==> config.mk <==
export PLATFORM = sky130hd
export DESIGN_NAME = mem_bus_arbiter
export DESIGN_NICKNAME = d
export VERILOG_FILES = /design/src/rtl/mem_bus_arbiter.sv
export SDC_FILE = /design/constraint.sdc
export NUM_CORES = 1
export LEC_CHECK = 0
export BUFFER_PORTS_ARGS = -buffer_cell sky130_fd_sc_hd__buf_2
export CORE_MARGIN = 2
export CORE_UTILIZATION = 42
export CTS_CLUSTER_SIZE = 24
export DETAILED_ROUTE_END_ITERATION = 10
export PLACE_DENSITY = 0.75
export REMOVE_ABC_BUFFERS = 1
export SYNTH_ARGS = -nofsm -noshare
export SYNTH_HDL_FRONTEND = slang
export SYNTH_SLANG_ARGS = --single-unit
==> constraint.sdc <==
create_clock -name clk -period 1.86 [get_ports clk]
set_clock_uncertainty 0.1 [all_clocks]
set_input_delay 0.186 -clock clk [delete_from_list [all_inputs] [get_ports clk]]
set_output_delay 0.186 -clock clk [all_outputs]
set_load 0.005 [all_outputs]
==> src/rtl/mem_bus_arbiter.sv <==
// Arbitrates one single-port memory bus between instruction fetch (I) and data access (D).
// D has priority; a D-grant streak limit forces an I grant so fetch always makes progress.
module mem_bus_arbiter #(
    parameter int unsigned ADDR_W       = 32,
    parameter int unsigned DATA_W       = 32,
    parameter int unsigned MAX_D_STREAK = 4
) (
    input  logic                clk,
    input  logic                rst,
    input  logic                i_req,
    input  logic [ADDR_W-1:0]   i_addr,
    output logic [DATA_W-1:0]   i_rdata,
    output logic                i_ack,
    input  logic                d_req,
    input  logic                d_we,
    input  logic [DATA_W/8-1:0] d_sel,
    input  logic [ADDR_W-1:0]   d_addr,
    input  logic [DATA_W-1:0]   d_wdata,
    output logic [DATA_W-1:0]   d_rdata,
    output logic                d_ack,
    input  logic                flush,
    output logic                m_req,
    output logic                m_we,
    output logic [DATA_W/8-1:0] m_sel,
    output logic [ADDR_W-1:0]   m_addr,
    output logic [DATA_W-1:0]   m_wdata,
    input  logic [DATA_W-1:0]   m_rdata,
    input  logic                m_ack,
    output logic                stallreq_if,
    output logic                stallreq_mem
);

    localparam int unsigned SEL_W = DATA_W / 8;
    localparam int unsigned STK_W = $clog2(MAX_D_STREAK + 1);

    typedef enum logic [2:0] {
        S_IDLE,
        S_BUSY_I,
        S_BUSY_D,
        S_RESP_I,
        S_RESP_D,
        S_DRAIN
    } state_t;

    state_t             r_state;
    logic [STK_W-1:0]   r_streak;
    logic               r_m_req;
    logic               r_m_we;
    logic [SEL_W-1:0]   r_m_sel;
    logic [ADDR_W-1:0]  r_m_addr;
    logic [DATA_W-1:0]  r_m_wdata;
    logic [DATA_W-1:0]  r_i_rdata;
    logic [DATA_W-1:0]  r_d_rdata;
    logic               r_i_ack;
    logic               r_d_ack;

    logic               w_streak_max;
    logic               w_d_win;

    assign w_streak_max = (r_streak == STK_W'(MAX_D_STREAK));
    assign w_d_win      = d_req && !(i_req && w_streak_max);

    // Arbitration, bus sequencing and response registers
    always_ff @(posedge clk or negedge rst) begin
        if (!rst) begin
            r_state   <= S_IDLE;
            r_streak  <= '0;
            r_m_req   <= 1'b0;
            r_m_we    <= 1'b0;
            r_m_sel   <= '0;
            r_m_addr  <= '0;
            r_m_wdata <= '0;
            r_i_rdata <= '0;
            r_d_rdata <= '0;
            r_i_ack   <= 1'b0;
            r_d_ack   <= 1'b0;
        end else begin
            r_i_ack <= 1'b0;
            r_d_ack <= 1'b0;
            case (r_state)
                S_IDLE: begin
                    if (w_d_win) begin
                        r_state   <= S_BUSY_D;
                        r_m_req   <= 1'b1;
                        r_m_we    <= d_we;
                        r_m_sel   <= d_sel;
                        r_m_addr  <= d_addr;
                        r_m_wdata <= d_wdata;
                        if (!w_streak_max) begin
                            r_streak <= r_streak + STK_W'(1);
                        end
                    end else if (i_req && !flush) begin
                        r_state   <= S_BUSY_I;
                        r_streak  <= '0;
                        r_m_req   <= 1'b1;
                        r_m_we    <= 1'b0;
                        r_m_sel   <= '1;
                        r_m_addr  <= i_addr;
                        r_m_wdata <= '0;
                    end else if (!i_req) begin
                        r_streak <= '0;
                    end
                end
                S_BUSY_I: begin
                    if (m_ack) begin
                        r_m_req   <= 1'b0;
                        r_i_rdata <= m_rdata;
                        r_i_ack   <= 1'b1;
                        r_state   <= S_RESP_I;
                    end else if (flush) begin
                        r_state <= S_DRAIN;
                    end
                end
                // Stores must complete, so flush never affects a D transaction
                S_BUSY_D: begin
                    if (m_ack) begin
                        r_m_req   <= 1'b0;
                        r_d_rdata <= m_rdata;
                        r_d_ack   <= 1'b1;
                        r_state   <= S_RESP_D;
                    end
                end
                S_DRAIN: begin
                    if (m_ack) begin
                        r_m_req <= 1'b0;
                        r_state <= S_IDLE;
                    end
                end
                S_RESP_I, S_RESP_D: begin
                    r_state <= S_IDLE;
                end
                default: begin
                    r_state <= S_IDLE;
                end
            endcase
        end
    end

    assign m_req   = r_m_req;
    assign m_we    = r_m_we;
    assign m_sel   = r_m_sel;
    assign m_addr  = r_m_addr;
    assign m_wdata = r_m_wdata;
    assign i_rdata = r_i_rdata;
    assign d_rdata = r_d_rdata;
    // A flush arriving in the response cycle suppresses the fetch completion
    assign i_ack   = r_i_ack && !flush;
    assign d_ack   = r_d_ack;

    assign stallreq_if  = i_req && !i_ack;
    assign stallreq_mem = d_req && !d_ack;

endmodule

Word-level counts from Yosys, hierarchy flattened
Cells that the tools add are included.
{"block": "totals", "regBits": 142, "input_bits": 139, "out_inout_bits": 138, "wordCells": 69}
{"block": "op_classes", "addsub": 1, "eq_ne": 11, "muxes": 26, "n_reduce_logical": 20}
{"cell": "32-bit two-way mux", "count": 4}
{"cell": "3-bit two-way mux", "count": 10}
{"cell": "3-bit one-hot mux with 4 select lines", "count": 1}
{"cell": "1-bit two-way mux", "count": 8}
{"cell": "4-bit two-way mux", "count": 2}
{"cell": "3-bit equality test, second input constant", "count": 2}
{"cell": "1-bit logical AND", "count": 6}
{"cell": "2-bit inequality test, second input constant", "count": 3}
{"cell": "3-bit inequality test, second input constant", "count": 2}
{"cell": "2-bit AND reduction", "count": 3}
{"cell": "3-bit AND reduction", "count": 2}
{"cell": "1-bit zero test", "count": 4}
{"cell": "4-bit AND reduction", "count": 1}
{"cell": "2-bit nonzero test", "count": 2}
{"cell": "3-bit by 1-bit adder with 3-bit output, second input constant", "count": 1}
{"cell": "3-bit by 1-bit equality test with 1-bit output, second input constant", "count": 1}
{"cell": "3-bit by 2-bit equality test with 1-bit output, second input constant", "count": 1}
{"cell": "3-bit zero test", "count": 1}
{"cell": "3-bit by 1-bit inequality test with 1-bit output, second input constant", "count": 1}
{"cell": "3-bit OR reduction", "count": 1}
{"cell": "2-bit by 1-bit inequality test with 1-bit output, second input constant", "count": 1}
{"cell": "1-bit one-hot mux with 2 select lines", "count": 1}

Logic depth before layout (Yosys ltp)
{"block": "depth", "word_depth": 6, "depth_mapped": 7}

Least setup slack after synthesis
Ideal clock, no wire load.
{"block": "synth_path", "path_type": "reg-to-reg", "startpoint": "register r_state[0]", "endpoint": "register r_m_addr[23] (netlist: m_addr[23])", "arrival_time_ns": 1.723, "path_slack_ns": -0.085, "path_stages_with_launch": 7, "n_path_buf": 3, "path_cell_list": "dfrtp_1 > buf_6 > or3_4 > buf_6 > buf_6 > or4_1 > o221a_2"}
{"block": "synth_via", "elab_chain_cells": 2}
{"element": "start, declared", "line_no": "45", "text": "state_t r_state;"}
{"element": "start signal, assigned", "line_no": "66", "text": "r_state <= S_IDLE;"}
{"element": "start signal, assigned", "line_no": "83", "text": "r_state <= S_BUSY_D;"}
{"element": "start signal, assigned", "line_no": "93", "text": "r_state <= S_BUSY_I;"}
{"element": "3-bit zero test", "line_no": "80", "text": "case (r_state)"}
{"element": "2-bit AND reduction (no line)"}
{"element": "end signal, assigned", "line_no": "87", "text": "r_m_addr <= d_addr;"}
{"element": "end signal, assigned", "line_no": "98", "text": "r_m_addr <= i_addr;"}
{"element": "end, declared", "line_no": "50", "text": "logic [ADDR_W-1:0] r_m_addr;"}
No other way between the ends.
A chain may end at the register's enable or synchronous reset.

Final worst setup path
{"block": "layout_path", "startpoint": "register r_state[2]", "endpoint": "register r_m_addr[14] (netlist: m_addr[14])"}
Same word-level chain as after synthesis.

==> run_results.csv <==
group,metric,value,unit
synth,synth.top_cell.area_share,62.3,%
synth,yosysWarnings,0,
synth,synth_edf_count,0,
sta,setup_tns,-0.0447,ns
synth,syn-cell-area,5710,um^2
place,gp_congestion,0.816,
layout,drive_gt1_share,54.2,%
place,port-buffer-count,276,
pwr,p_per_area,1620,nW/um^2
route,drc,0,
pwr,power.total,14.6,mW
critical_path,cp_slowest_cell,"or4_4",
synth,synth_top_area_cell,"dfrtp_1",
global_route,grt_pass1_wl,29.8,mm
synth,yosysSeqAreaShare,62.3,%
critical_path,worst_ep_arrival_time,2.09,ns
layout,syn2layout_area_growth,58.8,%
sta,worst_pin_slew,0.449,ns
route,route.vias.total,5352,
synth,yosys-top-cells-area,"dfrtp_1 (62%), mux2_2 (13%), o221a_2 (5.3%)",
pwr,power.leakage,4.34,nW
sta,hold_viol,0,
outcome,violations,"negative setup slack",
route,drt_iter0_drc,406,
critical_path,slowest_delay,0.61,ns
layout,fin_nets,922,
clocking,clk_path_buf_depth,2,
floorplanning,dieArea,14500,um^2
route,routedWlPerCell,20.7,um
hold_path,min_to,"m_addr[30]",
global_route,antenna_found_initial,0,
flow_run,max_cap_violations,0,
hold_path,hold_start,"i_addr[30]",
synth,async_reset_ff_share,100,%
global_route,grt_use_total,26.7,%
sta,worst_slack,-0.0418,ns
clocking,cts_tree,"built",
layout,n_fill_cell,871,
sta,grt_setup_unrepaired,"yes",
clocking,htreeDepth,4,
hold_path,hold_path_depth,3,
pwr,peakVddDrop,995,uV
global_route,grt_pass1_vias,5594,
sta,slew_headroom,69.8,%
critical_path,worstReg2RegEnd,"m_addr[14]",
critical_path,crit_fanout,29,
critical_path,end_kind,"register",
global_route,grt_start_max_net_pins,44,
outcome,status,"complete, but fails checks",
critical_path,path_cells,"or3_4 -> or4_4 -> o221a_4",
synth,ys_seq_elements,142,
floorplanning,fp.dieW,121,um
floorplanning,rows,42,
clocking,cts_buffers,17,
clocking,cts_root_buffer,"clkbuf_16",
synth,yosysMostFrequentCell,"dfrtp_1",
floorplanning,die_y,121,um
floorplanning,core,13200,um^2
route,viasPerCell,5.52,
clocking,post_cts.repair.setup_buffers,0,
place,dp_hpwl,11.6,mm
critical_path,crit_required,2.05,ns
clocking,path_clk_slew,0.06,ns
synth,netlist_instances,400,
critical_path,path_buf_inv,0,
synth,synthTopCellsByCount,"dfrtp_1 (142), mux2_2 (64), a22o_1 (33), or4_1 (28), o221a_2 (27)",
route,wirelength,20.1,mm
synth,ys_types,34,
clocking,worstSkewPairLatency,0.41,ns
clocking,cts.sinks,142,
sta,fin_crit_sh,102,%
critical_path,r2r_cells,3,
critical_path,critical-path-top-delay-family,"simple AND/OR/NAND/NOR gates",
critical_path,r2r_start,"r_state[2]",
critical_path,critical_path_class,"register to register",
layout,fin_cells,969,
global_route,overflow,0,
floorplanning,start_util,43.1,%
sta,max_clock_freq,526,MHz
sta,setup_viol,2,
layout,antenna_cells,0,
route,postRouteAntennaNets,0,
critical_path,r2r_slack,-0.04,ns
critical_path,cp-start-kind,"register",
route,firstDrtPassIters,5,
synth,ys.flop_type,"dfrtp_1",
synth,syn_avg_cell_area,14.3,um^2
sta,layout_min_cycle_time,1.90,ns
floorplanning,design.portCount,277,
sta,slew_violations,0,
hold_path,min_path_type,"input pin to register",
place,post-place-cells,838,
## power breakdown
group	switching [mW]	leakage (nW)	internal (mW)
registers	0.873	1.69	4.56
logic	2.74	2.35	3.14
clock network	1.26	0.295	2.06
## routing by layer
metal  up-vias  part of all wire, %  routed length, um  GRT usage, %
met3        74                   10               2080          9.67
met1      2595                   35               7070          29.4
met5         -                    0                  0             0
met2       381                   50               9980          45.6
li1       2302                    -                  -             -
met4         0                  4.7                944          13.3
## state kept, by name, summed over array words and instances (netlist names)
signal and cells:
r_i_ack 1, m_req 1, m_sel 4, d_rdata 32, m_we 1, d_ack 1
m_wdata 32, i_rdata 32, r_state 3, m_addr 32, r_streak 3
## timing repair
| action | in CTS | in global routing |
|---|---|---|
| resized for setup | 0 | 8 |
| hold endpoints to repair | 272 | 0 |
| hold buffers | 99 | 0 |
| setup endpoints to repair | 0 | 64 |
## worst register-to-register path, cell delays in order, from the launching register on
cell	delay (ns)
dfrtp_1	0.37
or3_4	0.52
or4_4	0.62
o221a_4	0.16
## worst max path at each step
stage                            from           to  slack [ns]  depth (start not counted)
final                      r_state[2]   m_addr[14]       -0.04                          3
after global routing       r_state[0]   m_addr[13]       -0.10                          6
after CTS                  r_state[0]   m_wdata[9]       0.001                          5
after detailed placement   r_state[0]  m_wdata[23]        0.03                          5
after global placement     r_state[0]   m_addr[28]        0.09                          3
after floorplan           r_streak[0]   m_addr[13]       -2.27                          5
## cells in the final DEF, fill, tap and decap left out, types with 4 or more instances in the layout
cell type and instances:
dlygate4sd3_1 99, nand3_1 4, buf_4 12, mux2_2 64
or4_1 27, buf_2 275, a22o_1 33, o22a_1 4
inv_1 9, buf_12 8, nor2b_1 5, nor4_1 9
clkinv_2 6, dfrtp_1 142, a211oi_1 6, o221a_2 26
clkbuf_16 18
## per-stage QoR
step / cell area [um^2] / hold slack, ns / setup slack [ns] / util [%]
after detailed placement: 7430 / 0.00877 / 0.0316 / 56.1
after global placement: 7430 / 0.0106 / 0.0924 / 56.1
after CTS: 9000 / 0.00254 / 0.00114 / 68.0
final: 9070 / 0.0229 / -0.0418 / 68.5
after floorplan: 5530 / -0.210 / -2.27 / -
after global routing: 9070 / 0.0259 / -0.102 / 68.5
## cells by family (layout without fill, tap and decap cells)
family	count (synthesis)	in the layout	share of synthesized area, %
flops	142	142	62.3
simple gates	63	63	7.37
compound gates	83	83	13.4
buf+inv	45	438	3.73
fa+ha+maj	2	2	0.438
mux	65	65	12.8
## area by class of cell
cell class	count	area, um^2	share of cell area, %
Sequential cell	142	3550	39.2
Timing Repair Buffer	397	2670	29.4
Multi-Input combinational cell	213	2010	22.1
Clock buffer	20	467	5.15
Tap cell	176	220	2.43
Clock inverter	11	116	1.28
Inverter	10	37.5	0.414
Power figures use the tool's default switching activity.
